<file path="config.mk">
export PLATFORM = sky130hd
export DESIGN_NAME = multicycle_controller
export DESIGN_NICKNAME = d
export VERILOG_FILES = /design/src/rtl/multicycle_controller.sv
export SDC_FILE = /design/constraint.sdc
export NUM_CORES = 1
export LEC_CHECK = 0
export CORE_MARGIN = 5
export CORE_UTILIZATION = 39
export DETAILED_ROUTE_END_ITERATION = 6
export PLACE_DENSITY = 0.77
export SETUP_SLACK_MARGIN = 0.3
export SLEW_MARGIN = 20
export SYNTH_ARGS = -nofsm -noshare
export SYNTH_HDL_FRONTEND = slang
export SYNTH_SLANG_ARGS = --single-unit
</file>
<file path="constraint.sdc">
create_clock -name clk -period 1.7 [get_ports clk]
set_clock_uncertainty 0.05 [all_clocks]
set_input_delay 0.17 -clock clk [delete_from_list [all_inputs] [get_ports clk]]
set_output_delay 0.17 -clock clk [all_outputs]
set_load 0.005 [all_outputs]
</file>
<file path="src/rtl/multicycle_controller.sv">
// Control unit for the unified-memory multicycle ARM core: main FSM, ALU decoder,
// condition check and the registered NZCV flags.
module multicycle_controller #(
  parameter int STATE_W = 4
) (
  input  logic               clk,
  input  logic               reset,
  input  logic [19:0]        Instr,
  input  logic [3:0]         ALUFlags,
  output logic               PCWrite,
  output logic               AdrSrc,
  output logic               MemWrite,
  output logic               IRWrite,
  output logic               RegWrite,
  output logic [1:0]         RegSrc,
  output logic [1:0]         ImmSrc,
  output logic [1:0]         ALUSrcA,
  output logic [1:0]         ALUSrcB,
  output logic [2:0]         ALUControl,
  output logic [1:0]         ResultSrc,
  output logic [STATE_W-1:0] State
);

  // state  | meaning
  // FETCH  | read instruction at PC, PC <= PC+4
  // DECODE | read registers, capture condition result
  // MEMADR | compute load/store address
  // MEMRD  | read data memory
  // MEMWB  | write loaded data to register file
  // MEMWR  | write store data to memory
  // EXECR  | ALU op with register operand
  // EXECI  | ALU op with immediate operand
  // ALUWB  | write ALU result to register file
  // BRANCH | PC <= PC+8+offset when condition holds
  typedef enum logic [3:0] {
    FETCH  = 4'd0, DECODE = 4'd1, MEMADR = 4'd2, MEMRD  = 4'd3, MEMWB = 4'd4,
    MEMWR  = 4'd5, EXECR  = 4'd6, EXECI  = 4'd7, ALUWB  = 4'd8, BRANCH = 4'd9
  } state_t;

  state_t     state_q, state_d;
  logic [3:0] flags_q, flags_d;
  logic       condex_q, condex_d;

  logic [3:0] cond;
  logic [1:0] op;
  logic [5:0] funct;
  logic [3:0] cmd;
  logic       unused_rn_rd;

  assign cond  = Instr[19:16];
  assign op    = Instr[15:14];
  assign funct = Instr[13:8];
  assign cmd   = funct[4:1];
  assign unused_rn_rd = ^Instr[7:0];

  logic [2:0] alu_dec;
  logic       no_write;
  logic [1:0] flag_w;
  logic       cond_ok;
  logic       n_f, z_f, c_f, v_f;
  logic       pc_write, mem_write, ir_write, reg_write;

  assign {n_f, z_f, c_f, v_f} = flags_q;

  always_comb begin
    alu_dec  = 3'b000;
    no_write = 1'b0;
    case (cmd)
      4'b0100: alu_dec = 3'b000;
      4'b0010: alu_dec = 3'b001;
      4'b0000: alu_dec = 3'b010;
      4'b1100: alu_dec = 3'b011;
      4'b0001: alu_dec = 3'b100;
      4'b1010: begin alu_dec = 3'b001; no_write = 1'b1; end
      default: alu_dec = 3'b000;
    endcase
    flag_w[1] = funct[0];
    flag_w[0] = funct[0] & ((alu_dec == 3'b000) | (alu_dec == 3'b001));
  end

  always_comb begin
    cond_ok = 1'b0;
    case (cond)
      4'b0000: cond_ok = z_f;
      4'b0001: cond_ok = ~z_f;
      4'b0010: cond_ok = c_f;
      4'b0011: cond_ok = ~c_f;
      4'b0100: cond_ok = n_f;
      4'b0101: cond_ok = ~n_f;
      4'b0110: cond_ok = v_f;
      4'b0111: cond_ok = ~v_f;
      4'b1000: cond_ok = c_f & ~z_f;
      4'b1001: cond_ok = ~c_f | z_f;
      4'b1010: cond_ok = (n_f == v_f);
      4'b1011: cond_ok = (n_f != v_f);
      4'b1100: cond_ok = ~z_f & (n_f == v_f);
      4'b1101: cond_ok = z_f | (n_f != v_f);
      4'b1110: cond_ok = 1'b1;
      default: cond_ok = 1'b0;
    endcase
  end

  always_comb begin
    state_d    = FETCH;
    flags_d    = flags_q;
    condex_d   = condex_q;
    pc_write   = 1'b0;
    mem_write  = 1'b0;
    ir_write   = 1'b0;
    reg_write  = 1'b0;
    AdrSrc     = 1'b0;
    ALUSrcA    = 2'b00;
    ALUSrcB    = 2'b00;
    ALUControl = 3'b000;
    ResultSrc  = 2'b00;
    case (state_q)
      FETCH: begin
        state_d   = DECODE;
        ir_write  = 1'b1;
        pc_write  = 1'b1;
        ALUSrcA   = 2'b01;
        ALUSrcB   = 2'b10;
        ResultSrc = 2'b10;
      end
      DECODE: begin
        condex_d  = cond_ok;
        ALUSrcA   = 2'b01;
        ALUSrcB   = 2'b10;
        ResultSrc = 2'b10;
        case (op)
          2'b01:   state_d = MEMADR;
          2'b00:   state_d = funct[5] ? EXECI : EXECR;
          2'b10:   state_d = BRANCH;
          default: state_d = FETCH;
        endcase
      end
      MEMADR: begin
        state_d = funct[0] ? MEMRD : MEMWR;
        ALUSrcB = 2'b01;
      end
      MEMRD: begin
        state_d = MEMWB;
        AdrSrc  = 1'b1;
      end
      MEMWB: begin
        ResultSrc = 2'b01;
        reg_write = condex_q;
      end
      MEMWR: begin
        AdrSrc    = 1'b1;
        mem_write = condex_q;
      end
      EXECR, EXECI: begin
        state_d    = ALUWB;
        ALUSrcB    = (state_q == EXECI) ? 2'b01 : 2'b00;
        ALUControl = alu_dec;
        // Flags are registered here so the next instruction's condition sees them
        if (condex_q) begin
          if (flag_w[1]) flags_d[3:2] = ALUFlags[3:2];
          if (flag_w[0]) flags_d[1:0] = ALUFlags[1:0];
        end
      end
      ALUWB: reg_write = condex_q & ~no_write;
      BRANCH: begin
        ALUSrcB   = 2'b01;
        ResultSrc = 2'b10;
        pc_write  = condex_q;
      end
      default: state_d = FETCH;
    endcase
  end

  always_ff @(posedge clk or negedge reset) begin
    if (!reset) begin
      state_q  <= FETCH;
      flags_q  <= 4'b0000;
      condex_q <= 1'b0;
    end else begin
      state_q  <= state_d;
      flags_q  <= flags_d;
      condex_q <= condex_d;
    end
  end

  // Reset holds the FSM in FETCH, so the strobes must be masked directly by reset
  assign PCWrite  = pc_write & reset;
  assign IRWrite  = ir_write & reset;
  assign MemWrite = mem_write & reset;
  assign RegWrite = reg_write & reset;

  assign ImmSrc    = op;
  assign RegSrc[0] = (op == 2'b10);
  assign RegSrc[1] = (op == 2'b01) & ~funct[0];
  assign State     = STATE_W'(state_q);

endmodule

</file>
==> flow_summary.toml <==
[worst_hold_path]
min-delay-path-class = "input port to asynchronous set/reset pin"

[worst_setup_path]
timing.rr.start = "State[3]"
worstSetupPathType = "flip-flop to output port"
timing.critical_path.from = "State[2]"
endpoint = "ALUSrcB[0]"
crit_fanout = 4
cp_data_arrival_time_ns = 1.45
r2r_end = "flags_q[0]"
reg2reg_depth = 6
setup.worst_path.end_class = "output port"
regToRegSetupSlack_ns = 0.06
kind_of_start_point_of_the_critical_path = "flip-flop"
required_ns = 1.48

[placement]
pre_cts_ws_ns = -0.399
buffer_ports.inserted = 38
routabilityCongestion = 0.767
dp_hpwl_microns = 2120

[detailed_routing]
detail_route.drc_violations = 0
route.final.wire_length_microns = 3760
m1WireLength_microns = 1490
routed-via-count = 1172
via_per_inst = 5.48
drt_iter0_drc = 29
met2_length_microns = 1960
drt_pre_antenna_iters = 4
wl_per_cell_microns = 17.6
met3_length_microns = 173
highest_layer = "met4"
antenna_viol_nets_final = 0

[cts]
clkSinkCount = 9
clk_latency_ns = 0.27
cts_made_buffers = 3
clk_pin_slew_worst_paths_ns = 0.07
cts-htree-levels = 1
clock_tree.buffer_depth = 2
tritoncts = "built"
cts_root_buf = "clkbuf_4"

[sta]
fmax_mhz = 599
final.min_clock_period_ns = 1.67
finalMaxSlewViolations = 0
rsz_0062_raised_after_global_routing = "yes"
hold_violations = 0
post-route-period-util_pct = 98.2
setup_ws_ns = 0.0303
hold-worst-slack_ns = 0.350
totalNegativeSetupSlack_ns = 0
setup_viol_count_final = 0

[layout]
drive_gt1_share_pct = 55.4
final_nets = 213
most_frequent_cells_in_the_layout = "33 x buf_4, 16 x buf_6, 13 x clkdlybuf4s50_1"
insertedDiodeCount = 0
area_growth_synth_to_finish_pct = 104
fillers = 119
layout_commonest_cell = "buf_4"

[floorplan]
coreArea_sq_um = 2190
top_level_ports = 48
initial_utilization_pct = 40.7
die_x_microns = 57.8
floorplan.rows = 17
die-area_sq_um = 3340
die_h_microns = 57.8

[global_routing]
grt_antenna_before_repair = 0
grt_max_degree = 11
track_usage_pct = 19.7
grt-ovfl-total = 0
wire_length_of_the_first_global_routing_pass_microns = 5330
grt_pass1_vias = 1220

[power]
power.density_nw_per_um2 = 1340
finalPower_mw = 2.43
leakage_power_total_nw = 0.880
maximum_ir_drop_on_the_vdd_rail_uv = 911

[logic_synthesis]
ys_seq_area_share_pct = 25.3
netlist_cell_types = 40
synth_nets = 133
avgSynthCellArea_sq_um = 8.33
synthesis.yosys.warnings = 0
netlist_area_sq_um = 891
async_flop_share_pct = 100
most_used_flip_flop_cell_after_synthesis = "dfrtp_1"
syn_inst = 107
synth_enable_flop_cells = 0
postSynthRegisterBits = 9

[flow_run]
drv_cap = 0

[run_status]
status = "finished clean"
-- flip-flops by register name, summed over array words and instances (netlist names) --
register and flops:
condex_q 1, flags_q 4, State 4
-- worst min-delay path by stage --
stage	start	slack (ns)	to
3_5_place_dp	flags_q[1]	0.52	flags_q[1]
2_1_floorplan	reset	-0.18	State[0]
4_1_cts	reset	0.30	State[1]
5_1_grt	reset	0.36	State[2]
3_3_place_gp	flags_q[0]	0.53	flags_q[0]
6_report	reset	0.35	State[1]
-- cell type report --
| cell class | instances | area (sq um) | area share [%] |
|---|---|---|---|
| Multi-Input combinational cell | 84 | 788 | 43.5 |
| Timing Repair Buffer | 85 | 719 | 39.7 |
| Sequential cell | 9 | 228 | 12.6 |
| Tap cell | 28 | 35.0 | 1.93 |
| Clock buffer | 3 | 22.5 | 1.24 |
| Inverter | 4 | 15.0 | 0.828 |
| Clock inverter | 1 | 5.00 | 0.276 |
-- kinds of logic (layout without fill, tap and decap cells) --
logic type	count (synthesis)	after routing	share of synthesized area (%)
flip-flops	9	9	25.3
AO/OA/AOI/OAI	22	22	17.4
other	1	1	0.421
buffers and inverters	14	93	8.57
multiplexers	7	7	8.57
XOR/XNOR	4	4	3.93
AND/OR/NAND/NOR	50	50	35.8
-- worst max-delay path, stage by stage, from the launching register on --
cell and delay [ns]:
dfrtp_1 0.43, and2b_2 0.25, nand2_4 0.09, o21ai_1 0.08, a22o_1 0.21, buf_2 0.13
-- Yosys cell counts (all sizes together) (2+ instances only) --
master	n	area, sq um
buf	9	57.6
dfrtp	9	225
o21ai	8	40.0
nand2	7	26.3
nor2	7	26.3
nand2b	6	37.5
nor3	6	30.0
mux2	5	56.3
inv	4	15.0
nand3	4	20.0
a21boi	3	22.5
and3	3	18.8
nor2b	3	18.8
xnor2	3	26.3
a22o	2	17.5
mux2i	2	20.0
nand3b	2	15.0
nor3b	2	15.0
nor4b	2	32.5
o22ai	2	12.5
-- through the flow --
stage	area, sq um	utilization (%)	std cells
after floorplan	910	-	107
after global placement	1480	67.4	192
after detailed placement	1480	67.4	192
after CTS	1700	77.6	209
after global routing	1810	82.8	214
final	1810	82.8	214
-- routing by layer --
layer  up-vias  GRT usage [%]
li1        540              -
met1       569           21.0
met2        49           37.7
met3        14           3.34
met4         0           7.62
met5         -              0
-- what timing repair did --
action                                  CTS  global route
hold buffers                              0             0
pin swaps                                11             7
endpoints found under the setup margin   25            23
buffers inserted                         13             5
resized for setup                       105            23
-- where the power goes --
part           switching, mW  internal [mW]
Sequential             0.140          0.307
Combinational          0.783           1.02
Clock                 0.0874         0.0870
Total                   1.01           1.42
No activity file was read; power rests on OpenSTA's default activity.
